$ cat src/rtl/ram_arb_pkg.sv
// Shared types and constants for the RAM arbiter: requester ids, arbiter
// states, the read-tag record and a saturating counter helper.
package ram_arb_pkg;

  typedef enum logic [1:0] {
    REQ_F = 2'd0,
    REQ_D = 2'd1,
    REQ_L = 2'd2
  } req_id_e;

  typedef enum logic {
    ARB,
    LOCKED
  } arb_state_e;

  localparam int RD_LAT_MAX = 3;

  typedef struct packed {
    logic    valid;
    req_id_e id;
  } rd_tag_t;

  function automatic logic [15:0] sat_inc16(input logic [15:0] v);
    return (v == 16'hFFFF) ? v : v + 16'd1;
  endfunction

endpackage

$ cat src/rtl/ram_arbiter_rd_tag_pipe.sv
// RD_LAT-stage shift register of read tags; the tail is decoded into a
// one-hot read-valid vector indexed by requester id ({L, D, F}).
module rd_tag_pipe
  import ram_arb_pkg::*;
#(
  parameter int RD_LAT = 1
) (
  input  logic       clk,
  input  logic       reset,
  input  logic       push_valid_i,
  input  req_id_e    push_id_i,
  output logic [2:0] rvalid_o
);

  rd_tag_t tag_d;
  rd_tag_t tag_q [RD_LAT];

  assign tag_d = '{valid: push_valid_i, id: push_id_i};

  // NOTE: the tag stages are reset (not just their inputs) so that a reset
  // drops every in-flight read; non-blocking assignments keep the shift order.
  always_ff @(posedge clk or posedge reset) begin
    if (reset) begin
      for (int i = 0; i < RD_LAT; i++) tag_q[i] <= '0;
    end else begin
      tag_q[0] <= tag_d;
      for (int i = 1; i < RD_LAT; i++) tag_q[i] <= tag_q[i-1];
    end
  end

  always_comb begin
    rvalid_o = '0;
    if (tag_q[RD_LAT-1].valid) begin
      case (tag_q[RD_LAT-1].id)
        REQ_F:   rvalid_o[0] = 1'b1;
        REQ_D:   rvalid_o[1] = 1'b1;
        REQ_L:   rvalid_o[2] = 1'b1;
        default: rvalid_o    = '0;
      endcase
    end
  end

endmodule

$ cat src/rtl/ram_arbiter.sv
// Single-port RAM arbiter for fetch, data and loader ports with loader lock
// and read-data routing. Define RAM_ARB_PERF_EN to add grant counters.
module ram_arbiter
  import ram_arb_pkg::*;
#(
  parameter int ADDR_W = 8,
  parameter int DATA_W = 16,
  parameter int RD_LAT = 1   // legal 1..RD_LAT_MAX
) (
  input  logic              clk,
  input  logic              reset,
  input  logic              f_req,
  input  logic [ADDR_W-1:0] f_addr,
  output logic              f_gnt,
  output logic              f_rvalid,
  input  logic              d_req,
  input  logic              d_we,
  input  logic [ADDR_W-1:0] d_addr,
  input  logic [DATA_W-1:0] d_wdata,
  output logic              d_gnt,
  output logic              d_rvalid,
  input  logic              l_req,
  input  logic              l_we,
  input  logic [ADDR_W-1:0] l_addr,
  input  logic [DATA_W-1:0] l_wdata,
  input  logic              l_lock,
  output logic              l_gnt,
  output logic              l_rvalid,
  output logic [DATA_W-1:0] rd_data,
  output logic              ram_en,
  output logic              ram_we,
  output logic [ADDR_W-1:0] ram_addr,
  output logic [DATA_W-1:0] ram_wdata,
  input  logic [DATA_W-1:0] ram_rdata
`ifdef RAM_ARB_PERF_EN
  ,
  input  logic              perf_clr,
  output logic [15:0]       perf_f_cnt,
  output logic [15:0]       perf_d_cnt,
  output logic [15:0]       perf_l_cnt
`endif
);

  arb_state_e        state_q, state_d;
  req_id_e           rr_q, rr_d;
  logic [ADDR_W-1:0] addr_q, addr_d;
  logic [DATA_W-1:0] wdata_q, wdata_d;
  logic              f_sel, d_sel, l_sel;
  logic              push_valid;
  req_id_e           push_id;
  logic [2:0]        rvalid;

  // NOTE: every output of this block is defaulted first so no path infers a latch.
  always_comb begin
    state_d = state_q;
    rr_d    = rr_q;
    f_sel   = 1'b0;
    d_sel   = 1'b0;
    l_sel   = 1'b0;
    case (state_q)
      ARB: begin
        if (l_req) begin
          l_sel = 1'b1;
          if (l_lock) state_d = LOCKED;
        end else if (f_req && (!d_req || rr_q == REQ_F)) begin
          f_sel = 1'b1;
          rr_d  = REQ_D;
        end else if (d_req) begin
          d_sel = 1'b1;
          rr_d  = REQ_F;
        end
      end
      LOCKED: begin
        // The unlock cycle itself issues no grant.
        if (!l_lock)    state_d = ARB;
        else if (l_req) l_sel   = 1'b1;
      end
      default: state_d = ARB;
    endcase
    if (reset) begin
      f_sel = 1'b0;
      d_sel = 1'b0;
      l_sel = 1'b0;
    end
  end

  // Idle cycles keep the last address/data on the RAM bus.
  always_comb begin
    ram_en = f_sel | d_sel | l_sel;
    ram_we = (d_sel & d_we) | (l_sel & l_we);
    if (f_sel)      ram_addr = f_addr;
    else if (d_sel) ram_addr = d_addr;
    else if (l_sel) ram_addr = l_addr;
    else            ram_addr = addr_q;
    if (d_sel)      ram_wdata = d_wdata;
    else if (l_sel) ram_wdata = l_wdata;
    else            ram_wdata = wdata_q;
  end

  assign addr_d     = ram_addr;
  assign wdata_d    = ram_wdata;
  assign push_valid = ram_en & ~ram_we;
  assign push_id    = f_sel ? REQ_F : (d_sel ? REQ_D : REQ_L);

  always_ff @(posedge clk or posedge reset) begin
    if (reset) begin
      state_q <= ARB;
      rr_q    <= REQ_F;
      addr_q  <= '0;
      wdata_q <= '0;
    end else begin
      state_q <= state_d;
      rr_q    <= rr_d;
      addr_q  <= addr_d;
      wdata_q <= wdata_d;
    end
  end

  rd_tag_pipe #(.RD_LAT(RD_LAT)) u_tags (
    .clk          (clk),
    .reset        (reset),
    .push_valid_i (push_valid),
    .push_id_i    (push_id),
    .rvalid_o     (rvalid)
  );

  assign f_gnt    = f_sel;
  assign d_gnt    = d_sel;
  assign l_gnt    = l_sel;
  assign f_rvalid = rvalid[0];
  assign d_rvalid = rvalid[1];
  assign l_rvalid = rvalid[2];
  assign rd_data  = (|rvalid) ? ram_rdata : '0;

`ifdef RAM_ARB_PERF_EN
  logic [15:0] perf_f_q, perf_d_q, perf_l_q;

  always_ff @(posedge clk or posedge reset) begin
    if (reset) begin
      perf_f_q <= '0;
      perf_d_q <= '0;
      perf_l_q <= '0;
    end else if (perf_clr) begin
      perf_f_q <= '0;
      perf_d_q <= '0;
      perf_l_q <= '0;
    end else begin
      if (f_sel) perf_f_q <= sat_inc16(perf_f_q);
      if (d_sel) perf_d_q <= sat_inc16(perf_d_q);
      if (l_sel) perf_l_q <= sat_inc16(perf_l_q);
    end
  end

  assign perf_f_cnt = perf_f_q;
  assign perf_d_cnt = perf_d_q;
  assign perf_l_cnt = perf_l_q;
`endif

endmodule

$ cat config.mk
export PLATFORM = sky130hd
export DESIGN_NAME = ram_arbiter
export DESIGN_NICKNAME = d
export VERILOG_FILES = /design/src/rtl/ram_arb_pkg.sv /design/src/rtl/ram_arbiter_rd_tag_pipe.sv /design/src/rtl/ram_arbiter.sv
export SDC_FILE = /design/constraint.sdc
export NUM_CORES = 1
export LEC_CHECK = 0
export CAP_MARGIN = 40
export CORE_MARGIN = 4
export CORE_UTILIZATION = 24
export CTS_BUF_LIST = sky130_fd_sc_hd__clkbuf_4
export DETAILED_ROUTE_END_ITERATION = 12
export DONT_BUFFER_PORTS = 1
export GPL_ROUTABILITY_DRIVEN = 0
export PLACE_DENSITY_LB_ADDON = 0.25
export SLEW_MARGIN = 20
export SYNTH_ARGS = -nofsm -noshare
export SYNTH_HDL_FRONTEND = slang
export SYNTH_HIERARCHICAL = 1
export SYNTH_SLANG_ARGS = --single-unit
$ cat constraint.sdc
create_clock -name clk -period 2.5 [get_ports clk]
set_input_delay 0.5 -clock clk [delete_from_list [all_inputs] [get_ports clk]]
set_output_delay 0.5 -clock clk [all_outputs]
set_load 0.005 [all_outputs]
==> impl_metrics.env <==
export IMPL_layout_common_cells="dfrtp_1, mux2i_1, o21ai_0"
export IMPL_outcome="completed"
export IMPL_p_seq_frac=0.465
export IMPL_dr_pass1_iters=3
export IMPL_port_buffers=0
export IMPL_final_common_cell="dfrtp_1"
export IMPL_slew_viol_final=0
export IMPL_seq_area_frac_synth=0.4708
export IMPL_comb_power_share=0.245
export IMPL_htree_levels=2
export IMPL_syn_area_per_cell_um2=10.08
export IMPL_rrSetupSlack_ps=770
export IMPL_setup_viol=0
export IMPL_cpPeakStageDelay_ps=410
export IMPL_synth_nets=233
export IMPL_grt_first_pass_wirelength_mm=6.679
export IMPL_rsz0062_at_grt="true"
export IMPL_drtIter0Drc=19
export IMPL_critical_path_slowest_cell="dfrtp_1"
export IMPL_cts_num_sinks=29
export IMPL_irDropWorstVdd_mv=0.2721
export IMPL_tightestPinTransition_ps=529.0
export IMPL_fp_coreArea_um2=6061
export IMPL_cts_buffer_depth=2
export IMPL_worst_setup_path_type="flop to primary output"
export IMPL_dpl_cell_count=238
export IMPL_max_freq_mhz=408.8
export IMPL_diodes=0
export IMPL_fin_crit_sh=0.9784
export IMPL_instances_no_fill=248
export IMPL_cts_tree="built"
export IMPL_routedWlPerCell_um=18.44
export IMPL_totalPowerFinal_mw=1.274
export IMPL_die_w_um=88.14
export IMPL_grt_usage=0.1163
export IMPL_postRouteAntennaNets=0
export IMPL_clk_pin_slew_worst_paths_ps=90
export IMPL_path_cells="or3b_4 > nor3_4 > or2_4 > buf_6 > o21ai_0 > buf_4"
export IMPL_hpwl_mm=3.679
export IMPL_dr_total_vias=1231
export IMPL_p_leak_nw=0.8853
export IMPL_internal_power_mw=0.9060
export IMPL_ys_types=26
export IMPL_nNetsFinal=253
export IMPL_ys_warn_count=6
export IMPL_grt_pass1_vias=1348
export IMPL_netlist_area_um2=1541
export IMPL_hold_violations=0
export IMPL_end_kind="primary output"
export IMPL_netlist_instances=153
export IMPL_antenna_found_initial=0
export IMPL_reg2regPathDepth=6
export IMPL_required_ps=2000
export IMPL_cp_max_fo=6
export IMPL_r2r_start="state_q"
export IMPL_drive_gt1_frac=0.2139
export IMPL_row_count=28
export IMPL_vias_per_cell=4.964
export IMPL_rr_endpoint="addr_q[2]"
export IMPL_synth_seq_cells=29
export IMPL_fp_dieArea_um2=7769
export IMPL_fin_crit_ps=2446
export IMPL_clk_latency_ps=320
export IMPL_start_util=0.2543
export IMPL_grt_max_degree=27
export IMPL_worst_ep_arrival_time_ps=1950
export IMPL_root_buffer="clkbuf_4"
export IMPL_maxSlewHeadroom=0.6441
export IMPL_switchingPower_mw=0.3682
export IMPL_hp_class="input pin to asynchronous set/reset pin"
export IMPL_power_density_nw_per_um2=680.3
export IMPL_drcViolationCount=0
export IMPL_p_clk_frac=0.290
export IMPL_wl_mm=4.573
export IMPL_num_io_pins=128
export IMPL_clock_skew_ps=7.700
export IMPL_drv_cap=0
export IMPL_dieHeight_um=88.14
export IMPL_overflow=0
export IMPL_area_growth_pct=21.51
export IMPL_cts_made_buffers=5
export IMPL_sw_frac_of_total=0.2890
export IMPL_startpoint_type="flop"
-- power groups by stage --
stage / sequential (mW) / combinational, mW / clock (mW)
final: 0.593 / 0.312 / 0.369
after global routing: 0.604 / 0.353 / 0.412
after CTS: 0.595 / 0.319 / 0.388
after detailed placement: 0.604 / 0.303 / 0
after global placement: 0.601 / 0.291 / 0
after floorplan: 0.593 / 0.207 / 0
-- Yosys cell counts --
master,number,area [µm²]
nor3b_2,1,12.51
a31oi_1,1,6.260
nand3_1,1,5.000
mux2i_1,24,240.2
dfrtp_1,29,725.7
a221oi_2,2,30.03
o21ai_0,22,110.1
nor2_1,1,3.750
nor4_1,2,12.51
or3b_4,1,11.26
nor3_1,2,10.01
clkbuf_1,3,11.26
nor3_4,1,16.27
and3b_1,2,17.52
inv_2,1,3.750
buf_4,3,22.52
nand2_1,17,63.81
or2_1,1,6.260
nor2b_1,18,112.6
buf_2,4,20.02
a22oi_1,6,45.04
and3_1,1,6.260
a21oi_1,3,15.01
a22o_1,1,8.760
inv_1,5,18.77
nand2b_1,1,6.260
-- worst max-delay path, delay by kind of cell (launching register included) --
family	cells	cell delay [ps]
simple gates	3	860
flops	1	410
buf+inv	2	270
compound gates	1	80
-- sequential cells by signal (all words and copies together), names as in the netlist --
register / flops
wdata_q: 16
u_tags/tag_q: 3
state_q: 1
rr_q: 1
addr_q: 8
-- timing repair --
| item | in CTS | in global routing |
|---|---|---|
| pin swaps | 3 | 1 |
| setup buffers | 2 | 0 |
| endpoints found under the hold margin | 3 | 0 |
| endpoints found under the setup margin | 10 | 12 |
| gates resized for setup | 5 | 2 |
| hold buffers | 1 | 0 |
-- how the worst max path moves through the flow --
stage | start | end | slack (ps) | cells past startpoint
2_1_floorplan | reset | ram_wdata[10] | 30 | 6
3_3_place_gp | l_req | ram_addr[0] | 320 | 6
3_5_place_dp | l_req | ram_addr[3] | 270 | 6
4_1_cts | state_q | ram_addr[2] | 1 | 6
5_1_grt | state_q | ram_addr[5] | -80 | 6
6_report | state_q | ram_addr[3] | 50 | 6
-- logic make-up (layout without fill, tap and decap cells) --
| family | after synthesis | count (layout) | synth area share |
|---|---|---|---|
| DFF | 29 | 29 | 0.4708 |
| muxes | 24 | 24 | 0.1558 |
| AOI/OAI and AO/OA | 35 | 35 | 0.1396 |
| buffers and inverters | 16 | 36 | 0.04951 |
| and+or+nand+nor | 49 | 49 | 0.1843 |
-- cell type report --
class	instances	area [µm²]
inverter	6	25.02
fill	631	4188
clock buffer	5	37.54
multi-input combinational	108	769.5
clock inverter	2	35.03
timing repair buffer	23	186.4
tap	75	93.84
sequential	29	725.7
-- stage by stage --
stage / setup WS, ps / utilization / hold slack, ps / setup TNS [ps] / instance area, µm²
2_1_floorplan: 31.17 / - / 253.6 / 0 / 1541
3_3_place_gp: 321.3 / 0.2865 / 262.5 / 0 / 1737
3_5_place_dp: 271.1 / 0.2865 / 267.5 / 0 / 1737
4_1_cts: 1.242 / 0.3082 / 170.0 / 0 / 1868
5_1_grt: -80.25 / 0.3090 / 166.6 / -593.3 / 1873
6_report: 53.91 / 0.3090 / 176.9 / 0 / 1873
-- routing by layer --
metal,up-vias,share of wire,GRT usage
met3,7,0.14,0.05080
met5,-,0,0
met2,94,0.51,0.2116
li1,570,-,-
met4,0,0.010,0.03709
met1,560,0.34,0.1198
Note: power is estimated with default switching activity, not from simulation.
